### src/rtl/inst_s_decoder_if.sv
// -----------------------------------------------------------------------------
// inst_s_decoder_if
// Bundle between the fetch side and the S-type field decoder.
//   master : drives in_valid / instruction_word and observes the decoded fields
//   slave  : the decoder; it samples the instruction and drives the registered
//            fields, the sign-extended offset, the store width and the flags
// XLEN sets the width of the sign-extended store offset (imm_s).
// -----------------------------------------------------------------------------
interface inst_s_decoder_if #(
  parameter int XLEN = 32
);
  logic            in_valid;
  logic [31:0]     instruction_word;
  logic            out_valid;
  logic [6:0]      imm_S_MSB;
  logic [4:0]      rs2;
  logic [4:0]      rs1;
  logic [4:0]      imm_S_LSB;
  logic [2:0]      funct3;
  logic [XLEN-1:0] imm_s;
  logic [1:0]      store_size;
  logic            is_store;
  logic            illegal;

  modport master (
    output in_valid, instruction_word,
    input  out_valid, imm_S_MSB, rs2, rs1, imm_S_LSB, funct3,
           imm_s, store_size, is_store, illegal
  );

  modport slave (
    input  in_valid, instruction_word,
    output out_valid, imm_S_MSB, rs2, rs1, imm_S_LSB, funct3,
           imm_s, store_size, is_store, illegal
  );
endinterface

### src/rtl/inst_s_decoder.sv
// -----------------------------------------------------------------------------
// inst_s_decoder
// Registered decoder for RISC-V S-type (store) instructions, one cycle latency,
// one instruction per cycle, no backpressure.
// Ports:
//   clk  : rising-edge clock
//   rst  : synchronous active-high reset (outputs to 0, store_size to 2'b11)
//   bus  : inst_s_decoder_if.slave
//          in:  in_valid, instruction_word
//          out: out_valid, imm_S_MSB, rs2, rs1, imm_S_LSB, funct3, imm_s,
//               store_size, is_store, illegal
// Field outputs load on every valid instruction whatever its opcode, and hold
// while in_valid is low; the qualification flags and out_valid follow in_valid.
// -----------------------------------------------------------------------------
module inst_s_decoder #(
  parameter int XLEN = 32
) (
  input  logic           clk,
  input  logic           rst,
  inst_s_decoder_if.slave bus
);

  localparam logic [6:0] OPC_STORE = 7'b0100011;

  logic [31:0]     instr;
  logic            store_comb;

  logic            out_valid_q,  out_valid_d;
  logic [6:0]      imm_msb_q,    imm_msb_d;
  logic [4:0]      rs2_q,        rs2_d;
  logic [4:0]      rs1_q,        rs1_d;
  logic [4:0]      imm_lsb_q,    imm_lsb_d;
  logic [2:0]      funct3_q,     funct3_d;
  logic [XLEN-1:0] imm_s_q,      imm_s_d;
  logic [1:0]      store_size_q, store_size_d;
  logic            is_store_q,   is_store_d;
  logic            illegal_q,    illegal_d;

  assign instr = bus.instruction_word;

  // Legal store widths are SB/SH/SW only: funct3 000, 001, 010.
  assign store_comb = (instr[6:0] == OPC_STORE) && !instr[14] &&
                      (instr[13:12] != 2'b11);

  always_comb begin
    imm_msb_d = imm_msb_q;
    rs2_d     = rs2_q;
    rs1_d     = rs1_q;
    imm_lsb_d = imm_lsb_q;
    funct3_d  = funct3_q;
    imm_s_d   = imm_s_q;
    if (bus.in_valid) begin
      imm_msb_d = instr[31:25];
      rs2_d     = instr[24:20];
      rs1_d     = instr[19:15];
      imm_lsb_d = instr[11:7];
      funct3_d  = instr[14:12];
      imm_s_d   = {{(XLEN-12){instr[31]}}, instr[31:25], instr[11:7]};
    end
    out_valid_d  = bus.in_valid;
    is_store_d   = bus.in_valid & store_comb;
    illegal_d    = bus.in_valid & ~store_comb;
    // "none" encoding whenever the captured word is not a legal store,
    // including idle cycles.
    store_size_d = is_store_d ? instr[13:12] : 2'b11;
  end

  always_ff @(posedge clk) begin
    if (rst) begin
      out_valid_q  <= 1'b0;
      imm_msb_q    <= '0;
      rs2_q        <= '0;
      rs1_q        <= '0;
      imm_lsb_q    <= '0;
      funct3_q     <= '0;
      imm_s_q      <= '0;
      store_size_q <= 2'b11;
      is_store_q   <= 1'b0;
      illegal_q    <= 1'b0;
    end else begin
      out_valid_q  <= out_valid_d;
      imm_msb_q    <= imm_msb_d;
      rs2_q        <= rs2_d;
      rs1_q        <= rs1_d;
      imm_lsb_q    <= imm_lsb_d;
      funct3_q     <= funct3_d;
      imm_s_q      <= imm_s_d;
      store_size_q <= store_size_d;
      is_store_q   <= is_store_d;
      illegal_q    <= illegal_d;
    end
  end

  assign bus.out_valid  = out_valid_q;
  assign bus.imm_S_MSB  = imm_msb_q;
  assign bus.rs2        = rs2_q;
  assign bus.rs1        = rs1_q;
  assign bus.imm_S_LSB  = imm_lsb_q;
  assign bus.funct3     = funct3_q;
  assign bus.imm_s      = imm_s_q;
  assign bus.store_size = store_size_q;
  assign bus.is_store   = is_store_q;
  assign bus.illegal    = illegal_q;

endmodule

### src/flat_wrapper.sv
// flat-port wrapper written by rule: the top's interface ports become plain ports
module inst_s_decoder_flat 
#(
  parameter int XLEN = 32
)
  (clk, rst, bus_in_valid, bus_instruction_word, bus_out_valid, bus_imm_S_MSB, bus_rs2, bus_rs1, bus_imm_S_LSB, bus_funct3, bus_imm_s, bus_store_size, bus_is_store, bus_illegal);
  inst_s_decoder_if #(.XLEN(XLEN)) bus_i ();
  input  logic clk;
  input  logic rst;
  input wire logic [$bits(bus_i.in_valid)-1:0] bus_in_valid;
  input wire logic [$bits(bus_i.instruction_word)-1:0] bus_instruction_word;
  output wire logic [$bits(bus_i.out_valid)-1:0] bus_out_valid;
  output wire logic [$bits(bus_i.imm_S_MSB)-1:0] bus_imm_S_MSB;
  output wire logic [$bits(bus_i.rs2)-1:0] bus_rs2;
  output wire logic [$bits(bus_i.rs1)-1:0] bus_rs1;
  output wire logic [$bits(bus_i.imm_S_LSB)-1:0] bus_imm_S_LSB;
  output wire logic [$bits(bus_i.funct3)-1:0] bus_funct3;
  output wire logic [$bits(bus_i.imm_s)-1:0] bus_imm_s;
  output wire logic [$bits(bus_i.store_size)-1:0] bus_store_size;
  output wire logic [$bits(bus_i.is_store)-1:0] bus_is_store;
  output wire logic [$bits(bus_i.illegal)-1:0] bus_illegal;
  assign bus_i.in_valid = bus_in_valid;
  assign bus_i.instruction_word = bus_instruction_word;
  assign bus_out_valid = bus_i.out_valid;
  assign bus_imm_S_MSB = bus_i.imm_S_MSB;
  assign bus_rs2 = bus_i.rs2;
  assign bus_rs1 = bus_i.rs1;
  assign bus_imm_S_LSB = bus_i.imm_S_LSB;
  assign bus_funct3 = bus_i.funct3;
  assign bus_imm_s = bus_i.imm_s;
  assign bus_store_size = bus_i.store_size;
  assign bus_is_store = bus_i.is_store;
  assign bus_illegal = bus_i.illegal;
  inst_s_decoder #(.XLEN(XLEN)) u_core (.clk(clk), .rst(rst), .bus(bus_i));
endmodule
### config.mk
export PLATFORM = sky130hd
export DESIGN_NAME = inst_s_decoder_flat
export DESIGN_NICKNAME = d
export VERILOG_FILES = /design/src/rtl/inst_s_decoder_if.sv /design/src/rtl/inst_s_decoder.sv /design/src/flat_wrapper.sv
export SDC_FILE = /design/constraint.sdc
export NUM_CORES = 1
export LEC_CHECK = 0
export ABC_AREA = 1
export BUFFER_PORTS_ARGS = -buffer_cell sky130_fd_sc_hd__buf_4
export CAP_MARGIN = 40
export CORE_MARGIN = 2
export CORE_UTILIZATION = 39
export DETAILED_ROUTE_END_ITERATION = 16
export GPL_TIMING_DRIVEN = 0
export PLACE_DENSITY = 0.78
export SYNTH_ARGS = -nofsm -noshare
export SYNTH_HDL_FRONTEND = slang
export SYNTH_SLANG_ARGS = --single-unit
### constraint.sdc
create_clock -name clk -period 1.4 [get_ports clk]
set_input_delay 0.35 -clock clk [delete_from_list [all_inputs] [get_ports clk]]
set_output_delay 0.35 -clock clk [all_outputs]
set_load 0.02 [all_outputs]
==> summary.json <==
{
  "post-dp-hpwl": {"value": 2500, "unit": "µm"},
  "clkSlewWorstSetupHoldPaths": {"value": 0.09, "unit": "ns"},
  "layout_min_cycle_time": {"value": 1.45, "unit": "ns"},
  "synth-warning-count": {"value": 0},
  "power-per-cell-area": {"value": 930, "unit": "nW/µm²"},
  "timing.max_cap.violations": {"value": 0},
  "run_status": {"value": "finished with violations"},
  "post_synth_mux_area_share": {"value": 0, "unit": "%"},
  "grt_start_max_net_pins": {"value": 24},
  "finish.cell_count_without_fillers": {"value": 316},
  "postRouteWirelength": {"value": 3460, "unit": "µm"},
  "timing_worst_slew_pin_value": {"value": 0.265, "unit": "ns"},
  "ir_drop": {"value": 0.511, "unit": "mV"},
  "synth_fp_nets": {"value": 198},
  "slew-limit-headroom": {"value": 82.2, "unit": "%"},
  "cp_cell_sequence": {"value": "buf_6, buf_4, buf_6"},
  "htree_num_levels": {"value": 2},
  "timing.hold.ws": {"value": 0.213, "unit": "ns"},
  "min_delay_path_depth": {"value": 2},
  "synth_cells": {"value": 163},
  "drive_gt1_share": {"value": 55.2, "unit": "%"},
  "synth_cell_types": {"value": 14},
  "power.static_leakage": {"value": 1.21, "unit": "nW"},
  "setup-violations-final": {"value": 19},
  "worst-setup-path-type": {"value": "reg -> out"},
  "violations_in_the_final_reports": {"value": "setup timing"},
  "postCtsHoldBufs": {"value": 0},
  "worstPathMaxFanout": {"value": 8},
  "grt_antenna_before_repair": {"value": 0},
  "floorplan.core_area": {"value": 3280, "unit": "µm²"},
  "route.vias.total": {"value": 1349},
  "critPathLaunchType": {"value": "flop"},
  "cell_internal_pwr": {"value": 0.00151, "unit": "W"},
  "r2r_cells": {"value": 3},
  "first_global_vias": {"value": 1109},
  "area.growth.synth_to_final": {"value": 76.7, "unit": "%"},
  "tritoncts": {"value": "done"},
  "cp_buf_inv_count": {"value": 3},
  "worst-endpoint-required": {"value": 1.05, "unit": "ns"},
  "report.final.hold_viol_count": {"value": 0},
  "synthesized_area_fraction_occupied_by_ao_oa_aoi_and_oai_cells": {"value": 10.7, "unit": "%"},
  "grtUsageTotal": {"value": 17.0, "unit": "%"},
  "yosys.area_share.simple": {"value": 17.9, "unit": "%"},
  "totalPowerFinal": {"value": 0.00215, "unit": "W"},
  "postRouteAntennaNets": {"value": 0},
  "drt-pass1-iter-count": {"value": 4},
  "finalNetCount": {"value": 304},
  "postSynthAreaPerCell": {"value": 8.01, "unit": "µm²"},
  "switching_power": {"value": 0.000633, "unit": "W"},
  "placed_area": {"value": 2080, "unit": "µm²"},
  "skew_pair_late_insertion_delay": {"value": 0.32, "unit": "ns"},
  "floorplan.die.height": {"value": 61.9, "unit": "µm"},
  "postSynthRegisterBits": {"value": 30},
  "clockPowerShare": {"value": 24.7, "unit": "%"},
  "first_pass_grt_wire_length": {"value": 4710, "unit": "µm"},
  "dp.cells": {"value": 304},
  "synth.yosys.seq_area_share": {"value": 46.0, "unit": "%"},
  "comb_power_share": {"value": 31.5, "unit": "%"},
  "fillCellCount": {"value": 272},
  "power.share.switching": {"value": 29.5, "unit": "%"},
  "worst_r2r_startpoint": {"value": "u_core.bus.imm_s[11]"},
  "cts-root-to-sink-buffers": {"value": 2},
  "min_delay_endpoint": {"value": "u_core.bus.out_valid"},
  "mostFrequentLayoutCells": {"value": "buf_4 (100), nor2_1 (51), buf_6 (34)"},
  "io_buffers": {"value": 95},
  "cp_dominant_cell_by_count": {"value": "buf_6"},
  "cts_sinks": {"value": 30},
  "slowest_stage": {"value": "dfxtp_4"},
  "initial_utilization": {"value": 39.8, "unit": "%"},
  "crit_reg_reg_endpoint": {"value": "u_core.bus.imm_s[11]"},
  "wl_per_cell": {"value": 11.0, "unit": "µm"},
  "die_w": {"value": 61.9, "unit": "µm"},
  "setup_total_negative_slack": {"value": -0.757, "unit": "ns"},
  "worst_case_register_to_register_setup_slack": {"value": 0.56, "unit": "ns"},
  "grt_setup_unrepaired": {"value": "true"},
  "finish.instance_area": {"value": 2310, "unit": "µm²"},
  "detail_route.drc_violations": {"value": 0},
  "overflow": {"value": 0},
  "ctsRootBufferMaster": {"value": "clkbuf_4"},
  "yosys.area_share.adder": {"value": 0, "unit": "%"},
  "diodes": {"value": 0},
  "max_clock_freq": {"value": 690, "unit": "MHz"},
  "holdCritPathClass": {"value": "in -> reg"},
  "crit_path_end_kind": {"value": "primary output"},
  "p_seq_share": {"value": 43.7, "unit": "%"},
  "gp_congestion": {"value": 0.671},
  "num_rows": {"value": 21},
  "drv_slew": {"value": 0},
  "dominant_combinational_cell_family_by_area_after_synthesis": {"value": "buffers and inverters"},
  "arrival": {"value": 1.10, "unit": "ns"},
  "die_area": {"value": 3830, "unit": "µm²"},
  "layout.cells.most_common": {"value": "buf_4"},
  "mappedNetlistArea": {"value": 1310, "unit": "µm²"},
  "fin_ws": {"value": -0.0486, "unit": "ns"},
  "finalCritPeriodShare": {"value": 103, "unit": "%"},
  "worst_path_dominant_cell_family": {"value": "flip-flops"},
  "num_io_pins": {"value": 97},
  "cts-buffers-inserted": {"value": 5},
  "viasPerCell": {"value": 4.27},
  "skew": {"value": 0, "unit": "ns"},
  "post_synthesis_share_of_cell_area_spent_on_xor_and_xnor_gates": {"value": 0, "unit": "%"},
  "timing.hold.worst.start": {"value": "rst"},
  "initialDrtViolationCount": {"value": 29},
  "critPathMaxStageDelay": {"value": 0.39, "unit": "ns"}
}
## metrics by stage
step	util (%)	setup slack, ns
2_1_floorplan	-	0.0432
3_3_place_gp	63.2	-0.0163
3_5_place_dp	63.2	-0.0435
4_1_cts	65.2	-0.0526
5_1_grt	70.3	-0.0909
6_report	70.3	-0.0486
## repair_timing
| action | CTS | global route |
|---|---|---|
| pin swaps | 0 | 0 |
| setup buffers | 0 | 3 |
| cloned | 0 | 1 |
| setup endpoints to repair | 22 | 22 |
| resized for setup | 2 | 33 |
## worst reg2reg max path, stage by stage, from the launching register on
cell	delay (ns)
dfxtp_4	0.39
clkbuf_16	0.16
o21ai_0	0.14
nor2_1	0.05
## synth_stat cells, drive strengths merged
library cell	count	area [µm²]
nor2	52	203
buf	39	303
dfxtp	30	601
o21ai	25	125
inv	7	28.8
nand2	5	18.8
a21oi	3	15.0
nand4	2	12.5
## final cells by class
type / instances / area (µm²) / share of cell area (%)
buffer: 39 / 337 / 14.6
clock buffer: 7 / 55.1 / 2.38
clock inverter: 1 / 5.00 / 0.217
inverter: 7 / 28.8 / 1.25
multi-input combinational: 87 / 374 / 16.2
sequential: 30 / 604 / 26.2
tap: 46 / 57.6 / 2.49
timing repair buffer: 99 / 847 / 36.7
## routing by layer
metal	share of wire (%)	vias to the layer above	GRT usage, %
li1	-	698	-
met1	36	589	18.3
met2	53	58	29.0
met3	10	4	6.00
met4	0.95	0	9.42
met5	0	-	0
## cells by family after synthesis
family | after synthesis
AO/OA/AOI/OAI | 28
AND/OR/NAND/NOR | 59
flip-flops | 30
buffers and inverters | 46
## flip-flops by register name (all words and copies together), names as in the netlist
name                   cells
u_core.bus.imm_s          12
u_core.bus.rs1             5
u_core.bus.rs2             5
u_core.bus.funct3          3
u_core.bus.store_size      2
u_core.bus.illegal         1
u_core.bus.is_store        1
u_core.bus.out_valid       1
## worst max path at each step
| stage | from | end | slack [ns] | cells after the start |
|---|---|---|---|---|
| finish | u_core.bus.imm_s[11] | bus_imm_s[11] | -0.05 | 3 |
| global placement | u_core.bus.imm_s[11] | bus_imm_s[23] | -0.02 | 2 |
| floorplan | u_core.bus.imm_s[11] | bus_imm_s[11] | 0.04 | 1 |
| global route | u_core.bus.imm_s[11] | bus_imm_s[11] | -0.09 | 3 |
| CTS | u_core.bus.imm_s[11] | bus_imm_s[29] | -0.05 | 2 |
| detailed placement | u_core.bus.imm_s[11] | bus_imm_s[29] | -0.04 | 2 |
## power groups by stage
| stage | logic (W) | registers [W] | clock network [W] |
|---|---|---|---|
| finish | 0.000678 | 0.000939 | 0.000531 |
| detailed placement | 0.000604 | 0.000965 | 0 |
| CTS | 0.000603 | 0.000946 | 0.000554 |
| global placement | 0.000596 | 0.000963 | 0 |
| floorplan | 0.000268 | 0.00102 | 0 |
| global route | 0.000730 | 0.000947 | 0.000605 |
(Power assumes the default switching activity.)
